$ cat config.mk
export PLATFORM = sky130hd
export DESIGN_NAME = coaster_segment_monitor_flat
export DESIGN_NICKNAME = d
export VERILOG_FILES = /design/src/rtl/coaster_segment_monitor_if.sv /design/src/rtl/coaster_segment_monitor.sv /design/src/flat_wrapper.sv
export SDC_FILE = /design/constraint.sdc
export NUM_CORES = 1
export LEC_CHECK = 0
export CORE_ASPECT_RATIO = 0.8
export CORE_MARGIN = 2
export CORE_UTILIZATION = 30
export DETAILED_ROUTE_END_ITERATION = 16
export GPL_ROUTABILITY_DRIVEN = 0
export PLACE_DENSITY = 0.61
export SLEW_MARGIN = 20
export SYNTH_ARGS = -nofsm -noshare
export SYNTH_HDL_FRONTEND = slang
export SYNTH_SLANG_ARGS = --single-unit
$ cat constraint.sdc
create_clock -name i_clk -period 5.2 [get_ports i_clk]
set_input_delay 1.56 -clock i_clk [delete_from_list [all_inputs] [get_ports i_clk]]
set_output_delay 1.56 -clock i_clk [all_outputs]
set_load 0.01 [all_outputs]
$ cat src/rtl/coaster_segment_monitor_if.sv
// Bundle of ride-control inputs and monitor outputs for coaster_segment_monitor.
interface coaster_segment_monitor_if #(
    parameter int NUM_SEG  = 4,
    parameter int SPEED_W  = 9,
    parameter int WEIGHT_W = 12
);
    logic                i_start;
    logic [WEIGHT_W-1:0] i_weight;
    logic [SPEED_W-1:0]  i_speed;
    logic                i_speed_valid;
    logic [NUM_SEG-1:0]  i_ir_sensor;
    logic                i_human_control;
    logic [2:0]          o_state;
    logic [2:0]          o_segment;
    logic [1:0]          o_speed_control;
    logic                o_alarm;
    logic                o_destination;
    logic [7:0]          o_viol_cnt;

    // Ride controller / stimulus side
    modport master (
        output i_start, i_weight, i_speed, i_speed_valid, i_ir_sensor, i_human_control,
        input  o_state, o_segment, o_speed_control, o_alarm, o_destination, o_viol_cnt
    );

    // Monitor side
    modport slave (
        input  i_start, i_weight, i_speed, i_speed_valid, i_ir_sensor, i_human_control,
        output o_state, o_segment, o_speed_control, o_alarm, o_destination, o_viol_cnt
    );
endinterface

$ cat src/rtl/coaster_segment_monitor.sv
// Roller-coaster ride monitor: load check, segment tracking, per-segment speed
// band supervision with consecutive-violation alarm, and arrival braking.
module coaster_segment_monitor #(
    parameter int NUM_SEG    = 4,
    parameter int SPEED_W    = 9,
    parameter int WEIGHT_W   = 12,
    parameter int WEIGHT_MIN = 300,
    parameter int WEIGHT_MAX = 1500,
    parameter logic [NUM_SEG*SPEED_W-1:0] MIN_V = {SPEED_W'(10), SPEED_W'(10), SPEED_W'(20), SPEED_W'(25)},
    parameter logic [NUM_SEG*SPEED_W-1:0] MAX_V = {SPEED_W'(30), SPEED_W'(20), SPEED_W'(50), SPEED_W'(30)},
    parameter int ALARM_HOLD = 3
) (
    input  logic                      i_clk,
    input  logic                      i_rst,
    coaster_segment_monitor_if.slave  bus
);
    typedef enum logic [2:0] {
        S_IDLE    = 3'd0,
        S_RUN     = 3'd1,
        S_ALARM   = 3'd2,
        S_ARRIVED = 3'd3,
        S_REJECT  = 3'd4
    } state_t;

    localparam logic [1:0]          SC_HOLD  = 2'b00;
    localparam logic [1:0]          SC_UP    = 2'b01;
    localparam logic [1:0]          SC_SLOW  = 2'b10;
    localparam logic [2:0]          LAST_SEG = 3'(NUM_SEG - 1);
    localparam logic [WEIGHT_W-1:0] W_MIN    = WEIGHT_W'(WEIGHT_MIN);
    localparam logic [WEIGHT_W-1:0] W_MAX    = WEIGHT_W'(WEIGHT_MAX);
    localparam logic [3:0]          HOLD     = 4'(ALARM_HOLD);

    state_t              state_reg, state_next;
    logic [2:0]          seg_reg, seg_next;
    logic [1:0]          speed_reg, speed_next;
    logic [7:0]          viol_reg, viol_next;
    logic [3:0]          consec_reg, consec_next;
    logic [WEIGHT_W-1:0] weight_reg, weight_next;

    // Per-segment bands and sensors widened to 8 entries so a 3-bit index is always in range
    logic [SPEED_W-1:0] min_arr [8];
    logic [SPEED_W-1:0] max_arr [8];
    logic [7:0]         sensor_ext;

    genvar gi;
    generate
        for (gi = 0; gi < 8; gi++) begin : g_band
            if (gi < NUM_SEG) begin : g_used
                assign min_arr[gi]    = MIN_V[gi*SPEED_W +: SPEED_W];
                assign max_arr[gi]    = MAX_V[gi*SPEED_W +: SPEED_W];
                assign sensor_ext[gi] = bus.i_ir_sensor[gi];
            end else begin : g_unused
                assign min_arr[gi]    = '0;
                assign max_arr[gi]    = '0;
                assign sensor_ext[gi] = 1'b0;
            end
        end
    endgenerate

    // Event decode shared by the FSM and the datapath
    logic       start_idle, weight_ok, in_run, human, advance, arrive;
    logic       over, under, out_band, alarm_hit;
    logic [2:0] seg_plus1, seg_eval;
    logic [3:0] consec_base, consec_inc;

    assign start_idle  = (state_reg == S_IDLE) && bus.i_start;
    assign weight_next = start_idle ? bus.i_weight : weight_reg;
    assign weight_ok   = (weight_next > W_MIN) && (weight_next < W_MAX);
    assign in_run      = (state_reg == S_RUN);
    assign human       = bus.i_human_control;
    assign seg_plus1   = seg_reg + 3'd1;
    assign advance     = in_run && !human && (seg_reg < LAST_SEG) && sensor_ext[seg_plus1];
    assign arrive      = advance && (seg_plus1 == LAST_SEG);
    // A sample coinciding with an advance is judged against the new segment
    assign seg_eval    = advance ? seg_plus1 : seg_reg;
    assign over        = bus.i_speed > max_arr[seg_eval];
    assign under       = bus.i_speed < min_arr[seg_eval];
    assign out_band    = over || under;
    assign consec_base = advance ? 4'd0 : consec_reg;
    assign consec_inc  = (consec_base == 4'hF) ? 4'hF : consec_base + 4'd1;
    // Arrival outranks the alarm because sensor advance outranks speed evaluation
    assign alarm_hit   = in_run && !human && !arrive && bus.i_speed_valid && out_band
                         && (consec_inc >= HOLD);

    // FSM state register
    always_ff @(posedge i_clk) begin
        if (i_rst) state_reg <= S_IDLE;
        else       state_reg <= state_next;
    end

    // FSM next-state logic
    always_comb begin
        state_next = state_reg;
        case (state_reg)
            S_IDLE:    if (bus.i_start) state_next = weight_ok ? S_RUN : S_REJECT;
            S_REJECT:  state_next = S_IDLE;
            S_RUN: begin
                if (human)          state_next = S_ALARM;
                else if (arrive)    state_next = S_ARRIVED;
                else if (alarm_hit) state_next = S_ALARM;
            end
            S_ALARM:   if (human) state_next = S_IDLE;
            S_ARRIVED: if (bus.i_start) state_next = S_IDLE;
            default:   state_next = S_IDLE;
        endcase
    end

    // FSM outputs decoded from the registered state
    always_comb begin
        bus.o_state         = state_reg;
        bus.o_alarm         = (state_reg == S_ALARM);
        bus.o_destination   = (state_reg == S_ARRIVED);
        bus.o_segment       = seg_reg;
        bus.o_speed_control = speed_reg;
        bus.o_viol_cnt      = viol_reg;
    end

    // Datapath next values: segment, speed command, violation counters
    always_comb begin
        seg_next    = seg_reg;
        speed_next  = speed_reg;
        viol_next   = viol_reg;
        consec_next = consec_reg;
        case (state_reg)
            S_IDLE: begin
                speed_next = SC_HOLD;
                if (start_idle && weight_ok) begin
                    seg_next    = 3'd0;
                    viol_next   = 8'd0;
                    consec_next = 4'd0;
                end
            end
            S_REJECT: speed_next = SC_HOLD;
            S_RUN: begin
                if (human) begin
                    speed_next = SC_SLOW;
                end else begin
                    if (advance) begin
                        seg_next    = seg_plus1;
                        consec_next = 4'd0;
                    end
                    if (bus.i_speed_valid) begin
                        speed_next = over ? SC_SLOW : (under ? SC_UP : SC_HOLD);
                        if (out_band) begin
                            consec_next = consec_inc;
                            viol_next   = (viol_reg == 8'hFF) ? 8'hFF : viol_reg + 8'd1;
                        end else begin
                            consec_next = 4'd0;
                        end
                    end
                    if (alarm_hit) speed_next = SC_SLOW;
                end
            end
            S_ALARM:   speed_next = human ? SC_HOLD : SC_SLOW;
            S_ARRIVED: begin
                if (bus.i_speed_valid) speed_next = (bus.i_speed != '0) ? SC_SLOW : SC_HOLD;
                if (bus.i_start)       speed_next = SC_HOLD;
            end
            default:   speed_next = SC_HOLD;
        endcase
    end

    // Datapath registers
    always_ff @(posedge i_clk) begin
        if (i_rst) begin
            seg_reg    <= 3'd0;
            speed_reg  <= SC_HOLD;
            viol_reg   <= 8'd0;
            consec_reg <= 4'd0;
            weight_reg <= '0;
        end else begin
            seg_reg    <= seg_next;
            speed_reg  <= speed_next;
            viol_reg   <= viol_next;
            consec_reg <= consec_next;
            weight_reg <= weight_next;
        end
    end
endmodule

$ cat src/flat_wrapper.sv
// flat-port wrapper written by rule: the top's interface ports become plain ports
module coaster_segment_monitor_flat 
#(
    parameter int NUM_SEG    = 4,
    parameter int SPEED_W    = 9,
    parameter int WEIGHT_W   = 12,
    parameter int WEIGHT_MIN = 300,
    parameter int WEIGHT_MAX = 1500,
    parameter logic [NUM_SEG*SPEED_W-1:0] MIN_V = {SPEED_W'(10), SPEED_W'(10), SPEED_W'(20), SPEED_W'(25)},
    parameter logic [NUM_SEG*SPEED_W-1:0] MAX_V = {SPEED_W'(30), SPEED_W'(20), SPEED_W'(50), SPEED_W'(30)},
    parameter int ALARM_HOLD = 3
)
  (i_clk, i_rst, bus_i_start, bus_i_weight, bus_i_speed, bus_i_speed_valid, bus_i_ir_sensor, bus_i_human_control, bus_o_state, bus_o_segment, bus_o_speed_control, bus_o_alarm, bus_o_destination, bus_o_viol_cnt);
  coaster_segment_monitor_if #(.NUM_SEG(NUM_SEG), .SPEED_W(SPEED_W), .WEIGHT_W(WEIGHT_W)) bus_i ();
  input  logic i_clk;
  input  logic i_rst;
  input wire logic [$bits(bus_i.i_start)-1:0] bus_i_start;
  input wire logic [$bits(bus_i.i_weight)-1:0] bus_i_weight;
  input wire logic [$bits(bus_i.i_speed)-1:0] bus_i_speed;
  input wire logic [$bits(bus_i.i_speed_valid)-1:0] bus_i_speed_valid;
  input wire logic [$bits(bus_i.i_ir_sensor)-1:0] bus_i_ir_sensor;
  input wire logic [$bits(bus_i.i_human_control)-1:0] bus_i_human_control;
  output wire logic [$bits(bus_i.o_state)-1:0] bus_o_state;
  output wire logic [$bits(bus_i.o_segment)-1:0] bus_o_segment;
  output wire logic [$bits(bus_i.o_speed_control)-1:0] bus_o_speed_control;
  output wire logic [$bits(bus_i.o_alarm)-1:0] bus_o_alarm;
  output wire logic [$bits(bus_i.o_destination)-1:0] bus_o_destination;
  output wire logic [$bits(bus_i.o_viol_cnt)-1:0] bus_o_viol_cnt;
  assign bus_i.i_start = bus_i_start;
  assign bus_i.i_weight = bus_i_weight;
  assign bus_i.i_speed = bus_i_speed;
  assign bus_i.i_speed_valid = bus_i_speed_valid;
  assign bus_i.i_ir_sensor = bus_i_ir_sensor;
  assign bus_i.i_human_control = bus_i_human_control;
  assign bus_o_state = bus_i.o_state;
  assign bus_o_segment = bus_i.o_segment;
  assign bus_o_speed_control = bus_i.o_speed_control;
  assign bus_o_alarm = bus_i.o_alarm;
  assign bus_o_destination = bus_i.o_destination;
  assign bus_o_viol_cnt = bus_i.o_viol_cnt;
  coaster_segment_monitor #(.NUM_SEG(NUM_SEG), .SPEED_W(SPEED_W), .WEIGHT_W(WEIGHT_W), .WEIGHT_MIN(WEIGHT_MIN), .WEIGHT_MAX(WEIGHT_MAX), .MIN_V(MIN_V), .MAX_V(MAX_V), .ALARM_HOLD(ALARM_HOLD)) u_core (.i_clk(i_clk), .i_rst(i_rst), .bus(bus_i));
endmodule
# Yosys cells after proc, flatten, opt, wreduce, memory -nomap -nowiden

Memory sizes are Yosys's and may differ from the RTL's.
Index checks and enable logic that the tools add are counted.

Memories kept: 2
Bits in read-only memories: 144
Bits of input ports: 30
Register bits: 32
Logic and storage cells: 99
Output and inout port bits: 18

$lt $le $gt $ge: 8
Equal/unequal tests: 16
Bitwise operators: 1
Multiplexer cells: 42
Add/subtract/negate cells: 3
Reduce and logical (&&, ||, !) cells: 21

Memories:

| memory          | depth | width | read ports | clocked after Yosys merged registers in | write ports | line                          | source |
|---|---|---|---|---|---|---|---|
| (no name shown) | 8     | 9     | 1          | 0                                       | 0           | coaster_segment_monitor.sv:76 | `assign over = bus.i_speed > max_arr[seg_eval];` |
| (no name shown) | 8     | 9     | 1          | 0                                       | 0           | coaster_segment_monitor.sv:77 | `assign under = bus.i_speed < min_arr[seg_eval];` |

Operators by type and width:

| operator                                                        | count |
|---|---|
| 2-to-1 mux 8 bit                                                | 5 |
| 2-to-1 mux 9 bit                                                | 4 |
| 2-to-1 mux 3 bit                                                | 10 |
| 2-to-1 mux 4 bit                                                | 6 |
| 2-to-1 mux 2 bit                                                | 8 |
| case mux 8 bit (2 select lines)                                 | 1 |
| inequality test 2 bit (second input constant)                   | 7 |
| greater-than comparator 12 x 9 -> 1 bit (second input constant) | 1 |
| < comparator 12 x 11 -> 1 bit (second input constant)           | 1 |
| 2-to-1 mux 12 bit                                               | 1 |
| case mux 3 bit (4 select lines)                                 | 1 |
| logical AND 1 bit                                               | 11 |
| equality test 3 x 2 -> 1 bit (second input constant)            | 3 |
| greater-than comparator 9 bit                                   | 1 |
| < comparator 9 bit                                              | 1 |
| nonzero test 9 bit                                              | 1 |
| adder 8 x 1 -> 8 bit (second input constant)                    | 1 |
| equality test 8 bit (second input constant)                     | 1 |
| inequality test 4 bit (second input constant)                   | 2 |
| case mux 4 bit (2 select lines)                                 | 1 |
| case mux 2 bit (3 select lines)                                 | 1 |
| case mux 3 bit (2 select lines)                                 | 1 |
| AND reduction 5 bit                                             | 1 |
| adder 4 x 1 -> 4 bit (second input constant)                    | 1 |
| 18 further kinds                                                | 20 |

# Logic depth before layout (Yosys ltp)

Gate-level depths: netlist of run 1.

Depth in word-level cells: 17
Depth in mapped cells: 18
Gate-level depth less buffers: 17

# Worst setup path after synthesis of run 1

OpenSTA, ideal clock, no wires.

Path kind: input -> register
Start: input port bus_i_ir_sensor[1]
End: register u_core.viol_reg[6], in the netlist u_core.bus.o_viol_cnt[6]
Path slack: 0.593 ns
Setup time: 0.070 ns
Arrival: 4.537 ns
Stages: 13
Path buffers: 0
Cell sequence: mux2i_1 > o32ai_4 > nand2_1 > a21o_1 > or3_1 > ha_1 > a211oi_1 > nor2_1 > nor3_1 > a311o_2 > nand3_4 > or4_1 > a21oi_1

Cells in the longest elaborated chain, start to end: 12
Elaborated cells on any way between the ends: 16

Ends and longest elaborated chain:

| what                                                                | line                                                         | source |
|---|---|---|
| from (decl)                                                         | flat_wrapper.sv:21                                           | `input wire logic [$bits(bus_i.i_ir_sensor)-1:0] bus_i_ir_sensor;` |
| binary-select mux 1 bit (select 3 bit) *                            | coaster_segment_monitor.sv:72                                | `assign advance = in_run && !human && (seg_reg < LAST_SEG) && sensor_ext[seg_plus1];` |
| 2-to-1 mux 1 bit (not written as such) *                            | coaster_segment_monitor.sv:72                                |  |
| logical AND 1 bit *                                                 | coaster_segment_monitor.sv:72                                |  |
| 2-to-1 mux 3 bit *                                                  | n/a                                                          |  |
| inverter 3 -> 4 bit (not written as such) *                         | coaster_segment_monitor.sv:76, coaster_segment_monitor.sv:77 |  |
| memory (8 x 9 bit), on equally long branches                        | n/a                                                          |  |
| 2-to-1 mux 9 bit, on equally long branches (2 in series)            | coaster_segment_monitor.sv:76, coaster_segment_monitor.sv:77 |  |
| greater-than comparator 9 bit or < comparator 9 bit (tied branches) | coaster_segment_monitor.sv:76, coaster_segment_monitor.sv:77 |  |
| logical OR 1 bit *                                                  | coaster_segment_monitor.sv:78                                | `assign out_band = over \|\| under;` |
| inequality test 2 bit (no source line) *                            | n/a                                                          |  |
| AND reduction 5 bit (no source line) *                              | n/a                                                          |  |
| to (signal assigned)                                                | coaster_segment_monitor.sv:174                               | `viol_reg <= viol_next;` |
| to (decl)                                                           | coaster_segment_monitor.sv:36                                | `logic [7:0] viol_reg, viol_next;` |

Mark *: on every way between the ends. The rest lies on a longest branch, timed or not. The select of a mux whose other input is x is not followed.
A chain may end at the register's enable or synchronous reset.

# Worst setup path after layout of run 1

Start: input port bus_i_ir_sensor[0]
End: register u_core.viol_reg[6], in the netlist u_core.bus.o_viol_cnt[6]

The elaborated chain is that of the path after synthesis.

==> impl_metrics.toml, run 1 <==
[outcome]
outcome = "completed"

[route]
finalWirelength_um = 6660
vias = 2495
drc = 0
wl_per_cell_um = 14.4
first_pass_iters = 4
avgViaCountPerCell = 5.38
drtAntennaViolNets = 0
drt_iter0_markers = 118

[sta]
worst_slew_margin_rel_pct = 52.6
setup_violations = 0
finalCriticalPeriod_ns = 4.85
max_freq_mhz = 206
final.setup.tns_ns = 0
finalCritPeriodShare_pct = 93.3
hold_violations = 0
hold_slack_ns = 0.461
maxSlewViolCount = 0
tightestPinTransition_ns = 0.693
setup_slack_ns = 0.348
finClkSkew_ns = 0.00459
grt_setup_unrepaired = "false"

[floorplanning]
die_w_um = 103
start_util_pct = 31.3
row_count = 28
boundaryPins = 48
die-area_um2 = 8520
die_h_um = 82.9
core_um2 = 7460

[synthesis]
synth_compound_area_share_pct = 27.8
synth_most_common_cell = "nand2_1"
synthesis.nets = 354
synth_edf_count = 0
async_reset_ff_share_pct = 0
synth-main-ff-cell = "dfxtp_1"
synth_xor_area_share_pct = 0
synth.area.mux_share_pct = 3.00
ys_ff_latch = 32
synth_top_area_share_pct = 27.4
synth_cell_types = 52
netlist_instances = 310
synth.area.top_cells = "dfxtp_1, ha_1, nand2_1"
synth_top_family_by_area = "simple AND/OR/NAND/NOR gates"
synth_top_area_cell = "dfxtp_1"
yosys.area_share.adder_pct = 7.49
synth_common_cells = "nand2_1, dfxtp_1, nor2_1"
seq_area_frac_synth_pct = 27.4
yosys_warnings = 0
synth-simple-area-share_pct = 29.9
synth.avg_cell_area_um2 = 7.54
syn_area_um2 = 2340

[global_routing]
antenna_found_initial = 0
grtUsageTotal_pct = 15.9
grt_pass1_vias = 2295
grt_pass1_wl_um = 10900
gr-total-overflow = 0
grt_max_degree = 30

[power_and_ir_drop]
p_sw_w = 0.000391
clkPwrFrac_pct = 23.7
power.leakage_nw = 1.15
swShare_pct = 39.1
p_int_w = 0.000610
power_density_nw_per_um2 = 327
p_seq_share_pct = 32.7
ir_drop_mv = 0.182
pwr-share-comb_pct = 43.7

[critical_path]
path_class = "in -> reg"
worst_path_max_delay_cell = "or4_1"
rr_endpoint = "u_core.bus.o_viol_cnt[6]"
worst_setup_path_end_kind = "flop"
rrSetupSlack_ns = 0.99
path_max_fanout = 6
critPathMaxStageDelay_ns = 0.50
reg2reg_depth = 17
required_ns = 5.42
path_cells = "clkdlybuf4s50_1, mux2i_1, o32ai_4, nand2_1, nor2_1, a21o_1, or3_1, ha_1, a211oi_1, nor2_1, nor3_2, a311o_2, nand3_4, or4_1, a21oi_1"
reg2reg_from = "u_core.bus.o_segment[0]"
crit_start = "bus_i_ir_sensor[0]"
critPathLaunchType = "primary input"
path_common_cell = "nor2_1"
cp.arrival_ns = 5.07

[finish]
syn_to_final_growth_pct = 30.8
final_nets = 402
drive_above_1_share_pct = 8.36
fill_cells = 791
fin_area_um2 = 3060
final_util_pct = 41.0
largest_register_ff_count = 12
num_antenna_cells = 0

[place]
dpl_worst_slack_ns = 0.00594
portBuffers = 47
placed_area_um2 = 2940
dp_hpwl_um = 5070

[clock_tree]
htreeDepth = 2
cts_max_path_buffers = 2
cts_setup_buffers = 0
cts_tree = "done"
cts_root_buf = "clkbuf_8"
numCtsBuffers = 5
clock_latency_ns = 0.29
cts.sinks = 32
clk_pin_slew_worst_paths_ns = 0.07

[min_path]
hp-start = "u_core.weight_reg[1]"
worstHoldPathType = "reg -> reg"
holdPathEnd = "u_core.weight_reg[1]"
hold_path_depth = 2

[job]
cap_violations = 0
## worst max-delay path, delay by kind of cell
kind	cells	cell delay (ns)
multiplexers	1	0.28
adder cells (fa/ha/maj)	1	0.30
AND/OR/NAND/NOR	7	1.52
AO/OA/AOI/OAI	5	1.01
buffers and inverters	1	0.39
## logic make-up after synthesis
group | Yosys count
AND/OR/NAND/NOR | 137
flip-flops | 32
AO/OA/AOI/OAI | 95
multiplexers | 7
buffers and inverters | 25
adder cells (fa/ha/maj) | 14
## final cells by class
type                       instances  area, um^2  area share, %
multi-input combinational        253        1600           52.3
sequential                        32         641           21.0
timing repair buffer              57         546           17.8
tap                              105         131           4.30
clock buffer                       6        72.6           2.37
clock inverter                     2        35.0           1.15
inverter                           9        33.8           1.11
## metal layers
metal	up-vias	track usage (%)	part of all wire, %
met5	-	0	0
met4	0	3.88	0.62
met3	5	3.11	4.8
met2	63	23.2	44
met1	1166	23.7	51
li1	1261	-	-
## how the worst max path moves through the flow
stage | slack [ns] | cells after the start | to
after detailed placement | 0.006 | 15 | u_core.bus.o_viol_cnt[6]
after CTS | 0.28 | 15 | u_core.bus.o_viol_cnt[6]
final | 0.35 | 15 | u_core.bus.o_viol_cnt[6]
after global placement | 0.13 | 15 | u_core.bus.o_viol_cnt[6]
after global routing | 0.09 | 15 | u_core.bus.o_viol_cnt[6]
after floorplan | 0.59 | 13 | u_core.bus.o_viol_cnt[6]
## metrics by stage
step                      power (W)  cells
after global routing        0.00107    464
final                       0.00100    464
after detailed placement   0.000764    456
after global placement     0.000757    456
after floorplan            0.000614    310
after CTS                   0.00100    464
## cell usage in the layout, fill, tap and decap left out, types with 2 or more instances in the layout
master	count
mux2i_1	7
inv_1	9
a22oi_1	2
and3_1	7
ha_1	14
or2_2	3
nand2b_1	3
nor2_1	31
nor4_1	4
nand2_1	43
o211a_1	2
a31oi_1	12
nand4b_1	2
and2_1	2
dfxtp_1	32
or4_1	2
a21oi_1	30
o32a_1	2
nor3_1	9
buf_4	10
clkdlybuf4s50_1	47
o21bai_1	4
clkbuf_8	5
nand3_1	8
or3_1	2
a2111oi_0	3
nand4_1	6
o21ai_0	15
o211ai_1	5
o22ai_1	2
nor3b_1	3
nor2b_1	4
a211oi_1	6
## power by group through the flow
stage	logic, W	clock network, W	registers, W
6_report	0.000437	0.000237	0.000327
5_1_grt	0.000488	0.000253	0.000333
4_1_cts	0.000434	0.000241	0.000326
3_5_place_dp	0.000433	0	0.000331
3_3_place_gp	0.000427	0	0.000330
2_1_floorplan	0.000303	0	0.000311
## timing repair
| item | in CTS | in global routing |
|---|---|---|
| endpoints found under the hold margin | 0 | 0 |
| setup endpoints to repair | 0 | 1 |
| hold buffers | 0 | 0 |
| gates resized for setup | 0 | 1 |
Power figures use the tool's default switching activity.
==> run 2, diff against run 1 <==
CTS_CLUSTER_DIAMETER = 100   (was unset)
==> results of run 2 <==
No change in the layout: final DEF, timing and power equal those of run 1.
==> run 3, diff against run 2 <==
CTS_BUF_LIST = sky130_fd_sc_hd__clkbuf_4   (was unset)
==> impl_metrics.toml, run 3 (synthesis results as in run 1) <==
[outcome]
outcome = "completed"

[finish]
final_common_cell = "clkdlybuf4s50_1"
final_cell_mix = "clkdlybuf4s50_1, nand2_1, dfxtp_1, nor2_1, a21oi_1"
fin_area_um2 = 3020
num_antenna_cells = 0
drive_above_1_share_pct = 8.36
final_util_pct = 40.5
final_nets = 402
syn_to_final_growth_pct = 29.4
largest_register_ff_count = 12

[power_and_ir_drop]
ir_drop_mv = 0.181
p_seq_share_pct = 34.0
p_sw_w = 0.000386
power.leakage_nw = 1.14
swShare_pct = 40.3
clkPwrFrac_pct = 20.6
p_int_w = 0.000573
pwr-share-comb_pct = 45.4
power_density_nw_per_um2 = 317

[route]
first_pass_iters = 4
drt_iter0_markers = 123
vias = 2500
avgViaCountPerCell = 5.39
drtAntennaViolNets = 0
drc = 0
wl_per_cell_um = 14.3
finalWirelength_um = 6640

[clock_tree]
cts.sinks = 32
cts-resized-gates = 0
htreeDepth = 2
clock_latency_ns = 0.34
numCtsBuffers = 5
clk_pin_slew_worst_paths_ns = 0.10
holdBufCountCts = 0
cts_tree = "done"
cts_root_buf = "clkbuf_4"
cts_max_path_buffers = 2
cts_setup_buffers = 0

[global_routing]
gr-total-overflow = 0
use_met1_pct = 23.7
grt_pass1_vias = 2310
grt_use_met2_pct = 23.6
antenna_found_initial = 0
grtUsageMet3_pct = 3.62
grt_max_degree = 30
grt_pass1_wl_um = 11000
grtUsageTotal_pct = 15.9
busiest_layer = "met1"

[floorplanning]
start_util_pct = 31.3
row_count = 28
die_w_um = 103
die-area_um2 = 8520
core_um2 = 7460
boundaryPins = 48
die_h_um = 82.9

[critical_path]
critPathLaunchType = "primary input"
required_ns = 5.47
cp.arrival_ns = 5.13
path_max_fanout = 6
worst_setup_path_end_kind = "flop"
path_class = "in -> reg"

[sta]
finClkSkew_ns = 0.00657
worst_slew_margin_rel_pct = 51.5
setup_slack_ns = 0.338
hold_violations = 0
tightestPinTransition_ns = 0.709
finalCriticalPeriod_ns = 4.86
grt_setup_unrepaired = "false"
max_freq_mhz = 206
finalCritPeriodShare_pct = 93.5
maxSlewViolCount = 0
setup_violations = 0
final.setup.tns_ns = 0

[place]
dpl_worst_slack_ns = 0.00594
portBuffers = 47
dp_hpwl_um = 5070
placed_area_um2 = 2940

[min_path]
worstHoldPathType = "reg -> reg"

[job]
cap_violations = 0
==> run 3: final cells by class <==
class	count	area, um^2
fill	784	4440
clock buffer	6	45.0
multi-input combinational	253	1590
tap	105	131
clock inverter	2	35.0
sequential	32	641
timing repair buffer	57	546
inverter	9	33.8
==> run 3: worst max-delay path, cell delays in order <==
cell and delay [ns]:
clkdlybuf4s50_1 0.39, mux2i_1 0.28, o32ai_4 0.15, nand2_1 0.16, nor2_1 0.07, a21o_1 0.21
or3_1 0.39, ha_1 0.30, a211oi_1 0.21, nor2_1 0.07, nor3_1 0.27, a311o_2 0.28
nand3_4 0.11, or4_1 0.50, a21oi_1 0.17
==> run 3: per-layer routing <==
layer / up-vias / share of wire, %
met3: 6 / 5.0
met5: - / 0
met4: 0 / 0.60
met2: 69 / 43
li1: 1256 / -
met1: 1169 / 51
==> run 3: path summary, 6_finish.rpt <==
check,start,end,slack (ns),cells after the start
max,bus_i_ir_sensor[0],u_core.bus.o_viol_cnt[6],0.34,15
min,u_core.weight_reg[1],u_core.weight_reg[1],0.47,2
max reg2reg,u_core.bus.o_segment[0],u_core.bus.o_viol_cnt[6],0.91,17
min reg2reg,u_core.weight_reg[1],u_core.weight_reg[1],0.47,2
==> run 3: power groups by stage <==
stage | clock [W] | sequential (W) | combinational (W)
final | 0.000198 | 0.000326 | 0.000435
after global routing | 0.000213 | 0.000333 | 0.000488
after CTS | 0.000198 | 0.000325 | 0.000435
after detailed placement | 0 | 0.000331 | 0.000433
after global placement | 0 | 0.000330 | 0.000427
after floorplan | 0 | 0.000311 | 0.000303
==> run 3: metrics by stage <==
stage               hold WS, ns  total power, W  cells
detailed placement        0.453        0.000764    456
global route              0.493         0.00103    464
finish                    0.465        0.000959    464
global placement          0.450        0.000757    456
floorplan                 0.436        0.000614    310
CTS                       0.468        0.000958    464
